$ cat config.mk
export PLATFORM = sky130hd
export DESIGN_NAME = taxi_axis_frame_gen_flat
export DESIGN_NICKNAME = d
export VERILOG_FILES = /design/src/rtl/taxi_axis_gen_pkg.sv /design/src/rtl/taxi_axis_if.sv /design/src/rtl/taxi_axis_frame_gen.sv /design/src/flat_wrapper.sv
export SDC_FILE = /design/constraint.sdc
export NUM_CORES = 1
export LEC_CHECK = 0
export ABC_AREA = 1
export BUFFER_PORTS_ARGS = -buffer_cell sky130_fd_sc_hd__buf_4
export CORE_MARGIN = 2
export CORE_UTILIZATION = 58
export DETAILED_ROUTE_END_ITERATION = 7
export PLACE_DENSITY = 0.89
export SLEW_MARGIN = 20
export SYNTH_ARGS = -nofsm -noshare
export SYNTH_HDL_FRONTEND = slang
export SYNTH_SLANG_ARGS = --single-unit
$ cat constraint.sdc
create_clock -name clk -period 6.6 [get_ports clk]
set_input_delay 1.32 -clock clk [delete_from_list [all_inputs] [get_ports clk]]
set_output_delay 1.32 -clock clk [all_outputs]
set_load 0.01 [all_outputs]
$ cat src/rtl/taxi_axis_gen_pkg.sv
// Shared definitions for the AXI4-Stream frame generator and its companion checker.
// Holds the FSM state type, the payload pattern function and default counter widths.
package taxi_axis_gen_pkg;

    localparam int unsigned DEF_LEN_W = 16;
    localparam int unsigned DEF_CNT_W = 32;
    localparam int unsigned DEF_GAP_W = 8;

    typedef enum logic [1:0] {
        StIdle,
        StSend,
        StGap
    } gen_state_t;

    // Byte n of a frame whose byte 0 is seed; wraps mod 256.
    function automatic logic [7:0] next_byte(input logic [7:0] seed, input logic [7:0] n);
        return seed + n;
    endfunction

endpackage

$ cat src/rtl/taxi_axis_if.sv
// AXI4-Stream interface bundle.
// Signals: tdata, tkeep, tvalid, tready, tlast, tid, tdest, tuser.
// Modports: src (drives stream, samples tready), snk (the reverse).
interface taxi_axis_if #(
    parameter int   DATA_W  = 8,
    parameter logic KEEP_EN = (DATA_W > 8),
    parameter int   KEEP_W  = (DATA_W + 7) / 8,
    parameter logic LAST_EN = 1'b1,
    parameter logic ID_EN   = 1'b0,
    parameter int   ID_W    = 8,
    parameter logic DEST_EN = 1'b0,
    parameter int   DEST_W  = 8,
    parameter logic USER_EN = 1'b0,
    parameter int   USER_W  = 1
) ();
    logic [DATA_W-1:0] tdata;
    logic [KEEP_W-1:0] tkeep;
    logic              tvalid;
    logic              tready;
    logic              tlast;
    logic [ID_W-1:0]   tid;
    logic [DEST_W-1:0] tdest;
    logic [USER_W-1:0] tuser;

    modport src (
        output tdata, tkeep, tvalid, tlast, tid, tdest, tuser,
        input  tready
    );

    modport snk (
        input  tdata, tkeep, tvalid, tlast, tid, tdest, tuser,
        output tready
    );
endinterface

$ cat src/rtl/taxi_axis_frame_gen.sv
// AXI4-Stream frame generator: emits frames of a programmed length carrying an
// incrementing-byte payload (byte n = seed_f + n, seed_f advancing by one per frame).
// Ports:
//   clk, rst            clock, asynchronous active-high reset
//   m_axis              generated stream (all outputs registered)
//   start, stop         start latches config; stop ends the run after the current frame
//   cfg_len/count/gap   frame length (0 -> 1), frame count (0 = until stop), idle gap
//   cfg_seed/id/dest    first-frame byte 0, tid, tdest
//   busy, done          running flag, one-cycle pulse on return to idle
//   frames_sent         completed frames, saturating
module taxi_axis_frame_gen
    import taxi_axis_gen_pkg::*;
#(
    parameter int LEN_W  = DEF_LEN_W,
    parameter int CNT_W  = DEF_CNT_W,
    parameter int GAP_W  = DEF_GAP_W,
    parameter int ID_W   = 8,
    parameter int DEST_W = 8
) (
    input  logic              clk,
    input  logic              rst,
    taxi_axis_if.src          m_axis,
    input  logic              start,
    input  logic              stop,
    input  logic [LEN_W-1:0]  cfg_len,
    input  logic [CNT_W-1:0]  cfg_count,
    input  logic [GAP_W-1:0]  cfg_gap,
    input  logic [7:0]        cfg_seed,
    input  logic [ID_W-1:0]   cfg_id,
    input  logic [DEST_W-1:0] cfg_dest,
    output logic              busy,
    output logic              done,
    output logic [CNT_W-1:0]  frames_sent
);

    localparam int   DATA_W      = m_axis.DATA_W;
    localparam int   KEEP_W      = m_axis.KEEP_W;
    localparam logic KEEP_EN     = m_axis.KEEP_EN;
    localparam logic LAST_EN     = m_axis.LAST_EN;
    localparam logic ID_EN       = m_axis.ID_EN;
    localparam int   AXIS_ID_W   = m_axis.ID_W;
    localparam logic DEST_EN     = m_axis.DEST_EN;
    localparam int   AXIS_DEST_W = m_axis.DEST_W;

    localparam logic [LEN_W-1:0] KEEP_W_L = LEN_W'(KEEP_W);
    localparam logic [7:0]       KEEP_W_B = 8'(KEEP_W);

    gen_state_t             state_q, state_d;
    logic                   tvalid_q, tvalid_d;
    logic [DATA_W-1:0]      tdata_q, tdata_d;
    logic [KEEP_W-1:0]      tkeep_q, tkeep_d;
    logic                   last_q, last_d;
    logic [AXIS_ID_W-1:0]   tid_q, tid_d;
    logic [AXIS_DEST_W-1:0] tdest_q, tdest_d;
    logic                   done_q, done_d;
    logic [CNT_W-1:0]       frames_q, frames_d;
    logic [LEN_W-1:0]       len_q, len_d;
    logic [CNT_W-1:0]       count_q, count_d;
    logic [GAP_W-1:0]       gap_q, gap_d;
    logic [GAP_W-1:0]       gap_cnt_q, gap_cnt_d;
    logic [7:0]             seed_q, seed_d;
    // Bytes remaining in the frame, counting the beat currently presented.
    logic [LEN_W-1:0]       left_q, left_d;
    logic                   stop_q, stop_d;

    logic             hs;
    logic             ld;
    logic [7:0]       ld_base;
    logic [LEN_W-1:0] ld_left;
    logic [LEN_W-1:0] len_eff;
    logic [CNT_W-1:0] frames_inc;
    logic             stop_now;
    logic             count_hit;

    always_comb begin
        state_d   = state_q;
        tvalid_d  = tvalid_q;
        tdata_d   = tdata_q;
        tkeep_d   = tkeep_q;
        last_d    = last_q;
        tid_d     = tid_q;
        tdest_d   = tdest_q;
        done_d    = 1'b0;
        frames_d  = frames_q;
        len_d     = len_q;
        count_d   = count_q;
        gap_d     = gap_q;
        gap_cnt_d = gap_cnt_q;
        seed_d    = seed_q;
        left_d    = left_q;
        stop_d    = stop_q;

        ld      = 1'b0;
        ld_base = seed_q;
        ld_left = len_q;

        hs         = tvalid_q && m_axis.tready;
        len_eff    = (cfg_len == '0) ? LEN_W'(1) : cfg_len;
        frames_inc = (&frames_q) ? frames_q : frames_q + CNT_W'(1);
        stop_now   = stop_q || stop;
        count_hit  = (count_q != '0) && (frames_inc == count_q);

        unique case (state_q)
            StIdle: begin
                // start wins over a simultaneous stop, which is simply dropped
                if (start) begin
                    state_d  = StSend;
                    tvalid_d = 1'b1;
                    frames_d = '0;
                    stop_d   = 1'b0;
                    len_d    = len_eff;
                    count_d  = cfg_count;
                    gap_d    = cfg_gap;
                    seed_d   = cfg_seed;
                    tid_d    = ID_EN ? AXIS_ID_W'(cfg_id) : '0;
                    tdest_d  = DEST_EN ? AXIS_DEST_W'(cfg_dest) : '0;
                    ld       = 1'b1;
                    ld_base  = cfg_seed;
                    ld_left  = len_eff;
                end
            end
            StSend: begin
                if (stop) begin
                    stop_d = 1'b1;
                end
                if (hs) begin
                    if (!last_q) begin
                        ld      = 1'b1;
                        // lane 0 of the current beat is the running byte base
                        ld_base = tdata_q[7:0] + KEEP_W_B;
                        ld_left = left_q - KEEP_W_L;
                    end else begin
                        frames_d = frames_inc;
                        seed_d   = seed_q + 8'd1;
                        if (stop_now || count_hit) begin
                            state_d  = StIdle;
                            tvalid_d = 1'b0;
                            done_d   = 1'b1;
                            stop_d   = 1'b0;
                        end else if (gap_q == '0) begin
                            ld      = 1'b1;
                            ld_base = seed_q + 8'd1;
                            ld_left = len_q;
                        end else begin
                            state_d   = StGap;
                            tvalid_d  = 1'b0;
                            gap_cnt_d = gap_q - GAP_W'(1);
                        end
                    end
                end
            end
            StGap: begin
                if (stop_now) begin
                    state_d = StIdle;
                    done_d  = 1'b1;
                    stop_d  = 1'b0;
                end else if (gap_cnt_q == '0) begin
                    state_d  = StSend;
                    tvalid_d = 1'b1;
                    ld       = 1'b1;
                    ld_base  = seed_q;
                    ld_left  = len_q;
                end else begin
                    gap_cnt_d = gap_cnt_q - GAP_W'(1);
                end
            end
            default: begin
                state_d  = StIdle;
                tvalid_d = 1'b0;
            end
        endcase

        if (ld) begin
            left_d = ld_left;
            last_d = (ld_left <= KEEP_W_L);
            for (int k = 0; k < KEEP_W; k++) begin
                // lanes past the frame end carry pattern bytes as padding
                tdata_d[k*8 +: 8] = next_byte(ld_base, 8'(k));
                tkeep_d[k]        = KEEP_EN ? (LEN_W'(k) < ld_left) : 1'b1;
            end
        end
    end

    always_ff @(posedge clk or posedge rst) begin
        if (rst) begin
            state_q   <= StIdle;
            tvalid_q  <= 1'b0;
            tdata_q   <= '0;
            tkeep_q   <= '0;
            last_q    <= 1'b0;
            tid_q     <= '0;
            tdest_q   <= '0;
            done_q    <= 1'b0;
            frames_q  <= '0;
            len_q     <= '0;
            count_q   <= '0;
            gap_q     <= '0;
            gap_cnt_q <= '0;
            seed_q    <= '0;
            left_q    <= '0;
            stop_q    <= 1'b0;
        end else begin
            state_q   <= state_d;
            tvalid_q  <= tvalid_d;
            tdata_q   <= tdata_d;
            tkeep_q   <= tkeep_d;
            last_q    <= last_d;
            tid_q     <= tid_d;
            tdest_q   <= tdest_d;
            done_q    <= done_d;
            frames_q  <= frames_d;
            len_q     <= len_d;
            count_q   <= count_d;
            gap_q     <= gap_d;
            gap_cnt_q <= gap_cnt_d;
            seed_q    <= seed_d;
            left_q    <= left_d;
            stop_q    <= stop_d;
        end
    end

    assign m_axis.tdata  = tdata_q;
    assign m_axis.tkeep  = tkeep_q;
    assign m_axis.tvalid = tvalid_q;
    assign m_axis.tlast  = LAST_EN ? last_q : 1'b0;
    assign m_axis.tid    = tid_q;
    assign m_axis.tdest  = tdest_q;
    assign m_axis.tuser  = '0;

    assign busy        = (state_q != StIdle);
    assign done        = done_q;
    assign frames_sent = frames_q;

endmodule

$ cat src/flat_wrapper.sv
// flat-port wrapper written by rule: the top's interface ports become plain ports
module taxi_axis_frame_gen_flat import taxi_axis_gen_pkg::*;
#(
    parameter int LEN_W  = DEF_LEN_W,
    parameter int CNT_W  = DEF_CNT_W,
    parameter int GAP_W  = DEF_GAP_W,
    parameter int ID_W   = 8,
    parameter int DEST_W = 8
)
  (clk, rst, start, stop, cfg_len, cfg_count, cfg_gap, cfg_seed, cfg_id, cfg_dest, busy, done, frames_sent, m_axis_tdata, m_axis_tkeep, m_axis_tvalid, m_axis_tlast, m_axis_tid, m_axis_tdest, m_axis_tuser, m_axis_tready);
  taxi_axis_if #(.DATA_W(8), .ID_EN(1'b1), .DEST_EN(1'b1), .ID_W(ID_W), .DEST_W(DEST_W)) m_axis_i ();
  input  logic clk;
  input  logic rst;
  input  logic start;
  input  logic stop;
  input  logic [LEN_W-1:0] cfg_len;
  input  logic [CNT_W-1:0] cfg_count;
  input  logic [GAP_W-1:0] cfg_gap;
  input  logic [7:0] cfg_seed;
  input  logic [ID_W-1:0] cfg_id;
  input  logic [DEST_W-1:0] cfg_dest;
  output logic busy;
  output logic done;
  output logic [CNT_W-1:0] frames_sent;
  output wire logic [$bits(m_axis_i.tdata)-1:0] m_axis_tdata;
  output wire logic [$bits(m_axis_i.tkeep)-1:0] m_axis_tkeep;
  output wire logic [$bits(m_axis_i.tvalid)-1:0] m_axis_tvalid;
  output wire logic [$bits(m_axis_i.tlast)-1:0] m_axis_tlast;
  output wire logic [$bits(m_axis_i.tid)-1:0] m_axis_tid;
  output wire logic [$bits(m_axis_i.tdest)-1:0] m_axis_tdest;
  output wire logic [$bits(m_axis_i.tuser)-1:0] m_axis_tuser;
  input wire logic [$bits(m_axis_i.tready)-1:0] m_axis_tready;
  assign m_axis_tdata = m_axis_i.tdata;
  assign m_axis_tkeep = m_axis_i.tkeep;
  assign m_axis_tvalid = m_axis_i.tvalid;
  assign m_axis_tlast = m_axis_i.tlast;
  assign m_axis_tid = m_axis_i.tid;
  assign m_axis_tdest = m_axis_i.tdest;
  assign m_axis_tuser = m_axis_i.tuser;
  assign m_axis_i.tready = m_axis_tready;
  taxi_axis_frame_gen #(.LEN_W(LEN_W), .CNT_W(CNT_W), .GAP_W(GAP_W), .ID_W(ID_W), .DEST_W(DEST_W)) u_core (.clk(clk), .rst(rst), .m_axis(m_axis_i), .start(start), .stop(stop), .cfg_len(cfg_len), .cfg_count(cfg_count), .cfg_gap(cfg_gap), .cfg_seed(cfg_seed), .cfg_id(cfg_id), .cfg_dest(cfg_dest), .busy(busy), .done(done), .frames_sent(frames_sent));
endmodule
==> out/summary.json <==
{
  "pin_count": 147,
  "grt_start_max_net_pins": 97,
  "cts_sinks": 151,
  "global_route.peak_usage_layer": "met2",
  "routed_wire_length_per_instance_um": 16.05,
  "post_synth_most_frequent_cells": "nand2_1, nor2_1, inv_1",
  "tritoncts": "yes",
  "place.gp.congestion": 0.9576,
  "first_pass_iters": 6,
  "die_y_um": 133.3,
  "cts.hold.buffers_added": 0,
  "use_met1_pct": 46.47,
  "synthCells": 1451,
  "power_leakage_nw": 5.730,
  "count_of_flip_flops_with_a_built_in_enable_after_synthesis": 0,
  "yosys_register_bits": 151,
  "dp.cells": 1779,
  "cts.clk_slew.worst_paths_ns": 0.07,
  "ys.warnings.count": 0,
  "grt_pass1_wl_um": 47260,
  "yosys.cell_count.top_type": "nand2_1",
  "ys_types": 50,
  "post_cts_buffers": 0,
  "numPortBuffers": 145,
  "grt.total_usage_pct": 33.16,
  "final.setup.tns_ns": 0,
  "finalWorstPathRequiredPeriod_ns": 3.858,
  "critical_path.startpoint_type": "flop",
  "design.core.area_um2": 16470,
  "vias_per_cell": 5.655,
  "postSynthNetCount": 1545,
  "cap_viol_max_count": 0,
  "final_layout_size_suffix_gt1_share_pct": 13.76,
  "clock-root-buffer": "clkbuf_16",
  "grt.met2_usage_pct": 50.83,
  "antenna_found_initial": 0,
  "drt_iter0_drc": 1126,
  "post-route-drc-count": 0,
  "grt_remaining_overflow": 0,
  "mappedNetlistArea_um2": 9698,
  "route.final.wire_length_um": 29080,
  "worstMarginPinSlew_ns": 0.8952,
  "synth_top_cells_by_area": "dfrtp_1, nand2_1, nor2_1, o21ai_0, inv_1",
  "synth.top_cell.area_share_pct": 38.96,
  "start_util_pct": 58.90,
  "worstSetupPathType": "flop to flop",
  "finalSetupViolCount": 0,
  "clock_tree.buffer_depth": 2,
  "setup_repair_after_global_routing_missed_its_margin": "no",
  "numCtsBuffers": 17,
  "worst_case_clock_skew_ns": 0.01223,
  "syn-mean-instance-area_um2": 6.684,
  "hp-class": "flop to flop",
  "drt.antenna.violating_nets": 0,
  "synth_ff_type": "dfrtp_1",
  "fillers": 1401,
  "fin_crit_sh_pct": 58.46,
  "design.final.nets": 1672,
  "area_growth_pct": 18.86,
  "num_rows": 47,
  "synth_async_sr_flop_share_pct": 100.0,
  "fmax_mhz": 259.2,
  "met3_usage_pct": 8.866,
  "clk_latency_ns": 0.45,
  "critical_path_arrival_ns": 4.23,
  "hpwl_reported_at_the_end_of_detailed_placement_um": 21490,
  "post_cts.resized_instances": 0,
  "die_width_um": 133.3,
  "post_layout_nonfiller_instances": 1811,
  "floorplan.die_area_um2": 17770,
  "antenna_cells": 0,
  "worst_ir_drop_vdd_uv": 259.0,
  "synth_top_area_cell": "dfrtp_1",
  "first_global_vias": 9575,
  "relSlewSlack_pct": 40.10,
  "worstSetupEndpointType": "flop",
  "power.density_cell_area_nw_per_um2": 419.6,
  "overall_via_count_from_detail_route": 10240,
  "crit_required_ns": 6.97,
  "final_hold_viol_count": 0,
  "cts.htree.levels": 4,
  "slew_viol_final": 0,
  "critical_path_peak_fanout": 51,
  "outcome": "finished, final reports clean",
  "synth_seq_area_share_pct": 38.96
}
## cell families (layout without fill, tap and decap cells)
logic type	Yosys count	after routing	synth area share, %
buffers and inverters	210	350	8.644
multiplexers	4	4	0.4129
other	1	1	0.03867
flip-flops	151	151	38.96
adder cells (fa/ha/maj)	9	9	1.161
AND/OR/NAND/NOR	839	839	36.34
XOR/XNOR	27	27	2.438
AO/OA/AOI/OAI	210	210	12.00
## flip-flops by register name, indices dropped and copies added (netlist names)
name                  count
u_core.count_q           32
u_core.done               1
u_core.frames_sent       32
u_core.gap_cnt_q          8
u_core.gap_q              8
u_core.left_q            16
u_core.len_q             16
u_core.m_axis.tdata       8
u_core.m_axis.tdest       8
u_core.m_axis.tid         8
u_core.m_axis.tkeep       1
u_core.m_axis.tlast       1
u_core.m_axis.tvalid      1
u_core.seed_q             8
u_core.state_q            2
u_core.stop_q             1
## path summary, 6_finish.rpt
path | slack [ns] | startpoint | cells after the start | endpoint
max | 2.74 | u_core.frames_sent[0]$_DFFE_PP0P_ | 21 | u_core.left_q[0]$_DFFE_PP0P_
min | 0.47 | u_core.m_axis.tkeep$_DFFE_PP0P_ | 1 | u_core.m_axis.tkeep$_DFFE_PP0P_
max reg2reg | 2.74 | u_core.frames_sent[0]$_DFFE_PP0P_ | 21 | u_core.left_q[0]$_DFFE_PP0P_
min reg2reg | 0.47 | u_core.m_axis.tkeep$_DFFE_PP0P_ | 1 | u_core.m_axis.tkeep$_DFFE_PP0P_
max in group asynchronous | 4.26 | rst | 3 | u_core.frames_sent[29]$_DFFE_PP0P_
min in group asynchronous | 1.06 | rst | 2 | u_core.m_axis.tdest[7]$_DFFE_PP0P_
## critical path: stages (launching register included)
cell and delay (ns):
dfrtp_1 0.53, ha_1 0.39, inv_2 0.10, nor2_4 0.14
nand2_4 0.10, nor2_8 0.19, nand2_4 0.33, nand2_1 0.21
inv_1 0.10, nand2_1 0.07, nand2_1 0.06, nor2_1 0.11
nand2_1 0.08, nor2_1 0.19, nand3_2 0.14, o21ai_2 0.26
nand2_2 0.11, nand2_4 0.11, nand2_4 0.10, nand2_4 0.23
nand2_1 0.09, o21ai_1 0.09
## layer usage
layer  up-vias  wire length [um]
li1       4925                 -
met1      4712             12430
met2       548             12980
met3        56              3020
met4         0               652
met5         -                 0
## power by group
part | switching (mW) | internal, mW | leakage [nW] | total (mW)
Sequential | 0.298 | 1.28 | 1.91 | 1.57
Combinational | 1.43 | 0.780 | 3.51 | 2.21
Clock | 0.468 | 0.582 | 0.305 | 1.05
## final cells by class
class	count	area [um^2]	share of cell area, %
clock buffer	17	425.4	3.690
clock inverter	15	200.2	1.737
inverter	168	635.6	5.514
multi-input combinational	1090	5086	44.12
sequential	151	3779	32.78
tap	220	275.3	2.388
timing repair buffer	150	1126	9.769
## through the flow
stage                     setup slack (ns)  hold slack, ns  total power, mW  cell area, um^2  util [%]
after global placement               2.826          0.4510            3.647            10900     66.21
after CTS                            2.862          0.4706            4.797            11530     70.01
after detailed placement             2.743          0.4552            3.733            10900     66.21
final                                2.742          0.4684            4.837            11530     70.01
after floorplan                      1.215          0.4435            3.087             9698         -
after global routing                 2.552          0.4804            5.196            11530     70.01
## layout by cell type, fill, tap and decap left out, types with 6 or more instances in the layout
cell       count
a21oi_1       35
buf_4        150
clkbuf_16     17
dfrtp_1      151
ha_1           9
inv_1        159
inv_6          6
nand2_1      470
nand2_2        8
nand2_4        6
nand3_1      118
nand4_1       12
nor2_1       182
nor3_1         9
nor4_1        13
o21ai_0      121
o21ai_1       12
o22ai_1       17
xnor2_1        6
xor2_1        21
(Power assumes the default switching activity.)
